==> src/rtl/uart_rx_parity_check.sv <==
// UART receive-side deserialiser with parity check and a saturating parity-error counter.
// Bits arrive LSB-first as bit_valid strobes; results are presented for one cycle in DONE.
module uart_rx_parity_check #(
  parameter int Data_Width = 8,
  parameter int ERR_CNT_W  = 8
) (
  input  logic                  CLK,
  input  logic                  RST,
  input  logic                  PAR_EN,
  input  logic                  PAR_TYP,
  input  logic                  frame_start,
  input  logic                  bit_valid,
  input  logic                  sampled_bit,
  input  logic                  clear_cnt,
  output logic [Data_Width-1:0] P_DATA,
  output logic                  data_done,
  output logic                  Par_Err,
  output logic                  busy,
  output logic [ERR_CNT_W-1:0]  err_count,
  output logic [1:0]            dbg_state
);

  localparam int CNT_W = $clog2(Data_Width + 1);
  localparam logic [CNT_W-1:0] LAST_BIT = CNT_W'(Data_Width - 1);

  typedef enum logic [1:0] {
    IDLE   = 2'd0,
    DATA   = 2'd1,
    PARITY = 2'd2,
    DONE   = 2'd3
  } state_t;

  state_t                state_q, state_d;
  logic [Data_Width-1:0] shift_q, shift_d;
  logic [CNT_W-1:0]      cnt_q, cnt_d;
  logic                  par_q, par_d;
  logic                  par_en_q, par_en_d;
  logic                  par_typ_q, par_typ_d;
  logic [Data_Width-1:0] p_data_q, p_data_d;
  logic                  done_q, done_d;
  logic                  par_err_q, par_err_d;
  logic                  busy_q, busy_d;
  logic [ERR_CNT_W-1:0]  err_q, err_d;
  logic                  restart;
  logic                  exp_par;

  always_ff @(posedge CLK or posedge RST) begin
    if (RST) begin
      state_q   <= IDLE;
      shift_q   <= '0;
      cnt_q     <= '0;
      par_q     <= 1'b0;
      par_en_q  <= 1'b0;
      par_typ_q <= 1'b0;
      p_data_q  <= '0;
      done_q    <= 1'b0;
      par_err_q <= 1'b0;
      busy_q    <= 1'b0;
      err_q     <= '0;
    end else begin
      state_q   <= state_d;
      shift_q   <= shift_d;
      cnt_q     <= cnt_d;
      par_q     <= par_d;
      par_en_q  <= par_en_d;
      par_typ_q <= par_typ_d;
      p_data_q  <= p_data_d;
      done_q    <= done_d;
      par_err_q <= par_err_d;
      busy_q    <= busy_d;
      err_q     <= err_d;
    end
  end

  always_comb begin
    state_d   = state_q;
    shift_d   = shift_q;
    cnt_d     = cnt_q;
    par_d     = par_q;
    par_en_d  = par_en_q;
    par_typ_d = par_typ_q;
    p_data_d  = p_data_q;
    done_d    = 1'b0;
    par_err_d = par_err_q;
    err_d     = err_q;
    restart   = 1'b0;
    exp_par   = par_typ_q ? ~par_q : par_q;

    case (state_q)
      IDLE: begin
        if (frame_start) restart = 1'b1;
      end
      DATA: begin
        if (frame_start) begin
          restart = 1'b1;
        end else if (bit_valid) begin
          shift_d = {sampled_bit, shift_q[Data_Width-1:1]};
          par_d   = par_q ^ sampled_bit;
          cnt_d   = cnt_q + CNT_W'(1);
          if (cnt_q == LAST_BIT) begin
            if (par_en_q) begin
              state_d = PARITY;
            end else begin
              state_d   = DONE;
              done_d    = 1'b1;
              p_data_d  = shift_d;
              par_err_d = 1'b0;
            end
          end
        end
      end
      PARITY: begin
        if (frame_start) begin
          restart = 1'b1;
        end else if (bit_valid) begin
          state_d   = DONE;
          done_d    = 1'b1;
          p_data_d  = shift_q;
          par_err_d = (sampled_bit != exp_par);
          if ((sampled_bit != exp_par) && (err_q != {ERR_CNT_W{1'b1}})) begin
            err_d = err_q + ERR_CNT_W'(1);
          end
        end
      end
      DONE: begin
        // A frame_start here chains straight into the next frame.
        if (frame_start) restart = 1'b1;
        else             state_d = IDLE;
      end
      default: state_d = IDLE;
    endcase

    // frame_start always wins over a coincident bit_valid, which is dropped.
    if (restart) begin
      state_d   = DATA;
      shift_d   = '0;
      cnt_d     = '0;
      par_d     = 1'b0;
      par_err_d = 1'b0;
      par_en_d  = PAR_EN;
      par_typ_d = PAR_TYP;
    end

    if (clear_cnt) err_d = '0;

    busy_d = (state_d != IDLE);
  end

  assign P_DATA    = p_data_q;
  assign data_done = done_q;
  assign Par_Err   = par_err_q;
  assign busy      = busy_q;
  assign err_count = err_q;
  assign dbg_state = state_q;

endmodule
==> config.mk <==
export PLATFORM = sky130hd
export DESIGN_NAME = uart_rx_parity_check
export DESIGN_NICKNAME = d
export VERILOG_FILES = /design/src/rtl/uart_rx_parity_check.sv
export SDC_FILE = /design/constraint.sdc
export NUM_CORES = 1
export LEC_CHECK = 0
export ABC_AREA = 1
export CORE_UTILIZATION = 28
export CTS_BUF_LIST = sky130_fd_sc_hd__clkbuf_16
export CTS_CLUSTER_SIZE = 12
export DETAILED_ROUTE_END_ITERATION = 7
export PLACE_DENSITY_LB_ADDON = 0.08
export SETUP_SLACK_MARGIN = 0.5
export SKIP_CTS_REPAIR_TIMING = 1
export SLEW_MARGIN = 20
export SYNTH_ARGS = -nofsm -noshare
export SYNTH_HDL_FRONTEND = slang
export SYNTH_SLANG_ARGS = --single-unit
==> constraint.sdc <==
create_clock -name CLK -period 3.1 [get_ports CLK]
set_input_delay 0.31 -clock CLK [delete_from_list [all_inputs] [get_ports CLK]]
set_output_delay 0.31 -clock CLK [all_outputs]
set_load 0.01 [all_outputs]
==> reports/qor.txt <==
CTS tree: yes
Crit-path slowest cell: clkdlybuf4s50_1
LEAKAGE: 1.11 nW
Final Critical Period: 1.74 ns
Max-Slew Margin vs Limit: 68.2%
Final WL: 4410 microns
WL per Instance: 12.6 microns
Port Buffers: 28
Avg Inst Size Synth: 8.08 sq um
Post-Syn Area: 1940 sq um
Sequential area share after synthesis: 46.5%
1st-iter DRT viols: 110
MaxCap Viol Count: 0
Clk slew on worst S/H paths: 0.06 ns
CTS H-tree lvls: 2
Reg power frac: 42.2%
Final cell count without fillers: 350
1st-pass router iterations: 6
I/O pin cnt: 29
Final hold viol count: 0
Final-layout fill cell count: 691
Clock power frac: 47.2%
Initial antenna violation count: 0
Antenna Nets Post-Route: 0
Setup CP Type: in -> reg
Worst slew pin tran: 0.477 ns
Dpl hpwl: 3090 microns
Reg2reg setup slack: 1.38 ns
Reg2reg end: err_count[7]
First-pass GRT wire length: 7650 microns
Syn Inst Count: 240
Chip height: 85.2 microns
Multi-input gate area: 883 sq um
Run status: complete, no violations
CP cell instances: clkdlybuf4s50_1, buf_4, inv_2, nand2_1, a21oi_4, nand3_1, nand2_1, inv_1, nor2_1
Via Count: 1,613
Rows: 29
DR DRC count: 0
Final slew viol count: 0
Worst Hold Class: in -> async
Yosys warnings: 0
Pwr/cell area: 487 nW/um^2
CTS max path bufs: 2
RD Place Congestion: 0.743
TNS Setup: 0 ns
Layout cells sized above 1: 10.6%
Share of power burned in combinational logic: 10.6%
Placed insts: 342
Total Nets Final: 285
Num CTS Buffers: 5
Layout area overhead: 26.7%
CP Data Arrival Time: 1.95 ns
Startpoint Class: primary input
FF-to-FF Start: dbg_state[0]
Vias in the first global route: 1,524
Worst path max stage delay: 0.40 ns
Sw Pwr: 0.280 mW
Worst skew pair latency: 0.27 ns
Crit path required time: 3.31 ns
Largest net degree at the start of global routing: 37
Reg area: 901 sq um
Worst reg-to-reg path cell count: 9
Grt ovf: 0
Vias/cell: 4.61
Setup violations, final: 0
Peak VDD IR: 0.209 mV
Initial Util: 29.7%
Root buffer cell: clkbuf_16
Critical Path Most Common Cell: nand2_1
Most common cell after layout, fill and taps aside: nand2_1
Clock sinks: 36
Internal power: 0.916 mW
Max FO, Critical Path: 13
Final period utilization: 56.2%
CP endpoint kind: flop
RSZ-0062 raised after global routing: no
FF+latch count, synth: 36
Antenna Cells: 0
Fmax: 0.574 GHz
Post-Syn Nets: 253
Total Routing Usage GR: 13.6%
DIE WIDTH: 85.2 microns
Most frequent cells in the layout: 62 x nand2_1, 36 x dfrtp_1, 28 x clkdlybuf4s50_1
Core area: 6530 sq um
Post-synthesis cell type count: 28
Die area: 7260 sq um
Clock skew: 0.00428 ns
Sw Ratio: 23.4%
==> power groups by stage <==
stage,Combinational (mW),Clock [mW],Sequential (mW)
after floorplan,0.0723,0,0.515
after global placement,0.130,0,0.513
after detailed placement,0.129,0,0.513
after CTS,0.130,0.584,0.505
after global routing,0.145,0.603,0.507
final,0.127,0.565,0.504
==> cell families after synthesis <==
group / Yosys count / synth area share (%)
AOI/OAI and AO/OA: 43 / 14.0
and+or+nand+nor: 120 / 27.9
DFF: 36 / 46.5
adders and majority gates: 5 / 3.23
buffers and inverters: 35 / 7.94
xor gates and xnor gates: 1 / 0.452
==> per-layer routing <==
metal | global-route usage, % | wire [microns]
met1 | 20.6 | 2450
met2 | 18.8 | 1760
met3 | 2.82 | 156
met4 | 5.08 | 36
met5 | 0 | 0
==> critical path, delay by kind of cell <==
family          cells  cell delay, ns
compound gates      1            0.29
buf+inv             4            0.84
simple gates        4            0.50
==> cells in the mapped netlist <==
cell / number / area (sq um)
a211oi_1: 1 / 7.51
a21oi_1: 18 / 90.1
a21oi_4: 1 / 16.3
a31oi_1: 2 / 12.5
and3_1: 1 / 6.26
buf_6: 3 / 33.8
clkbuf_1: 3 / 11.3
clkinv_1: 1 / 3.75
dfrtp_1: 36 / 901
ha_1: 5 / 62.6
inv_1: 25 / 93.8
inv_2: 3 / 11.3
nand2_1: 62 / 233
nand2_2: 3 / 18.8
nand3_1: 17 / 85.1
nand3_4: 1 / 17.5
nand4_1: 10 / 62.6
nor2_1: 19 / 71.3
nor2_2: 2 / 12.5
nor2_4: 1 / 11.3
nor3_1: 3 / 15.0
nor3b_1: 1 / 7.51
o21ai_0: 9 / 45.0
o21ai_1: 1 / 5.00
o21ai_2: 8 / 70.1
o21bai_1: 1 / 7.51
o32ai_1: 2 / 17.5
xor2_1: 1 / 8.76
==> area by class of cell <==
type | instances | share of cell area, %
tap | 77 | 3.92
sequential | 36 | 36.7
timing repair buffer | 31 | 12.3
inverter | 29 | 4.43
clock inverter | 3 | 1.58
multi-input combinational | 169 | 36.0
clock buffer | 5 | 5.09
==> metrics by stage <==
stage	hold WS [ns]	worst slack, ns	util (%)	power [mW]	area [sq um]
CTS	0.478	1.36	37.6	1.22	2460
global route	0.497	1.13	37.6	1.25	2460
finish	0.445	1.36	37.6	1.20	2460
global placement	0.465	1.09	35.1	0.643	2290
floorplan	0.373	1.59	-	0.587	1940
detailed placement	0.469	1.06	35.1	0.642	2290
==> worst max-delay path by stage <==
| stage | slack (ns) | depth (start not counted) | to | from |
|---|---|---|---|---|
| 6_report | 1.36 | 9 | err_count[7] | frame_start |
| 2_1_floorplan | 1.59 | 7 | P_DATA[0] | dbg_state[0] |
| 3_5_place_dp | 1.06 | 9 | err_count[7] | frame_start |
| 3_3_place_gp | 1.09 | 9 | err_count[7] | frame_start |
| 5_1_grt | 1.13 | 9 | err_count[6] | dbg_state[0] |
| 4_1_cts | 1.36 | 9 | err_count[7] | frame_start |
==> state kept, by name (all words and copies together), names as in the netlist <==
register and flops:
Par_Err 1, cnt_q 4, par_q 1, P_DATA 8, dbg_state 2, par_en_q 1, data_done 1, busy 1
shift_q 8, par_typ_q 1, err_count 8
No activity file was read; power rests on OpenSTA's default activity.
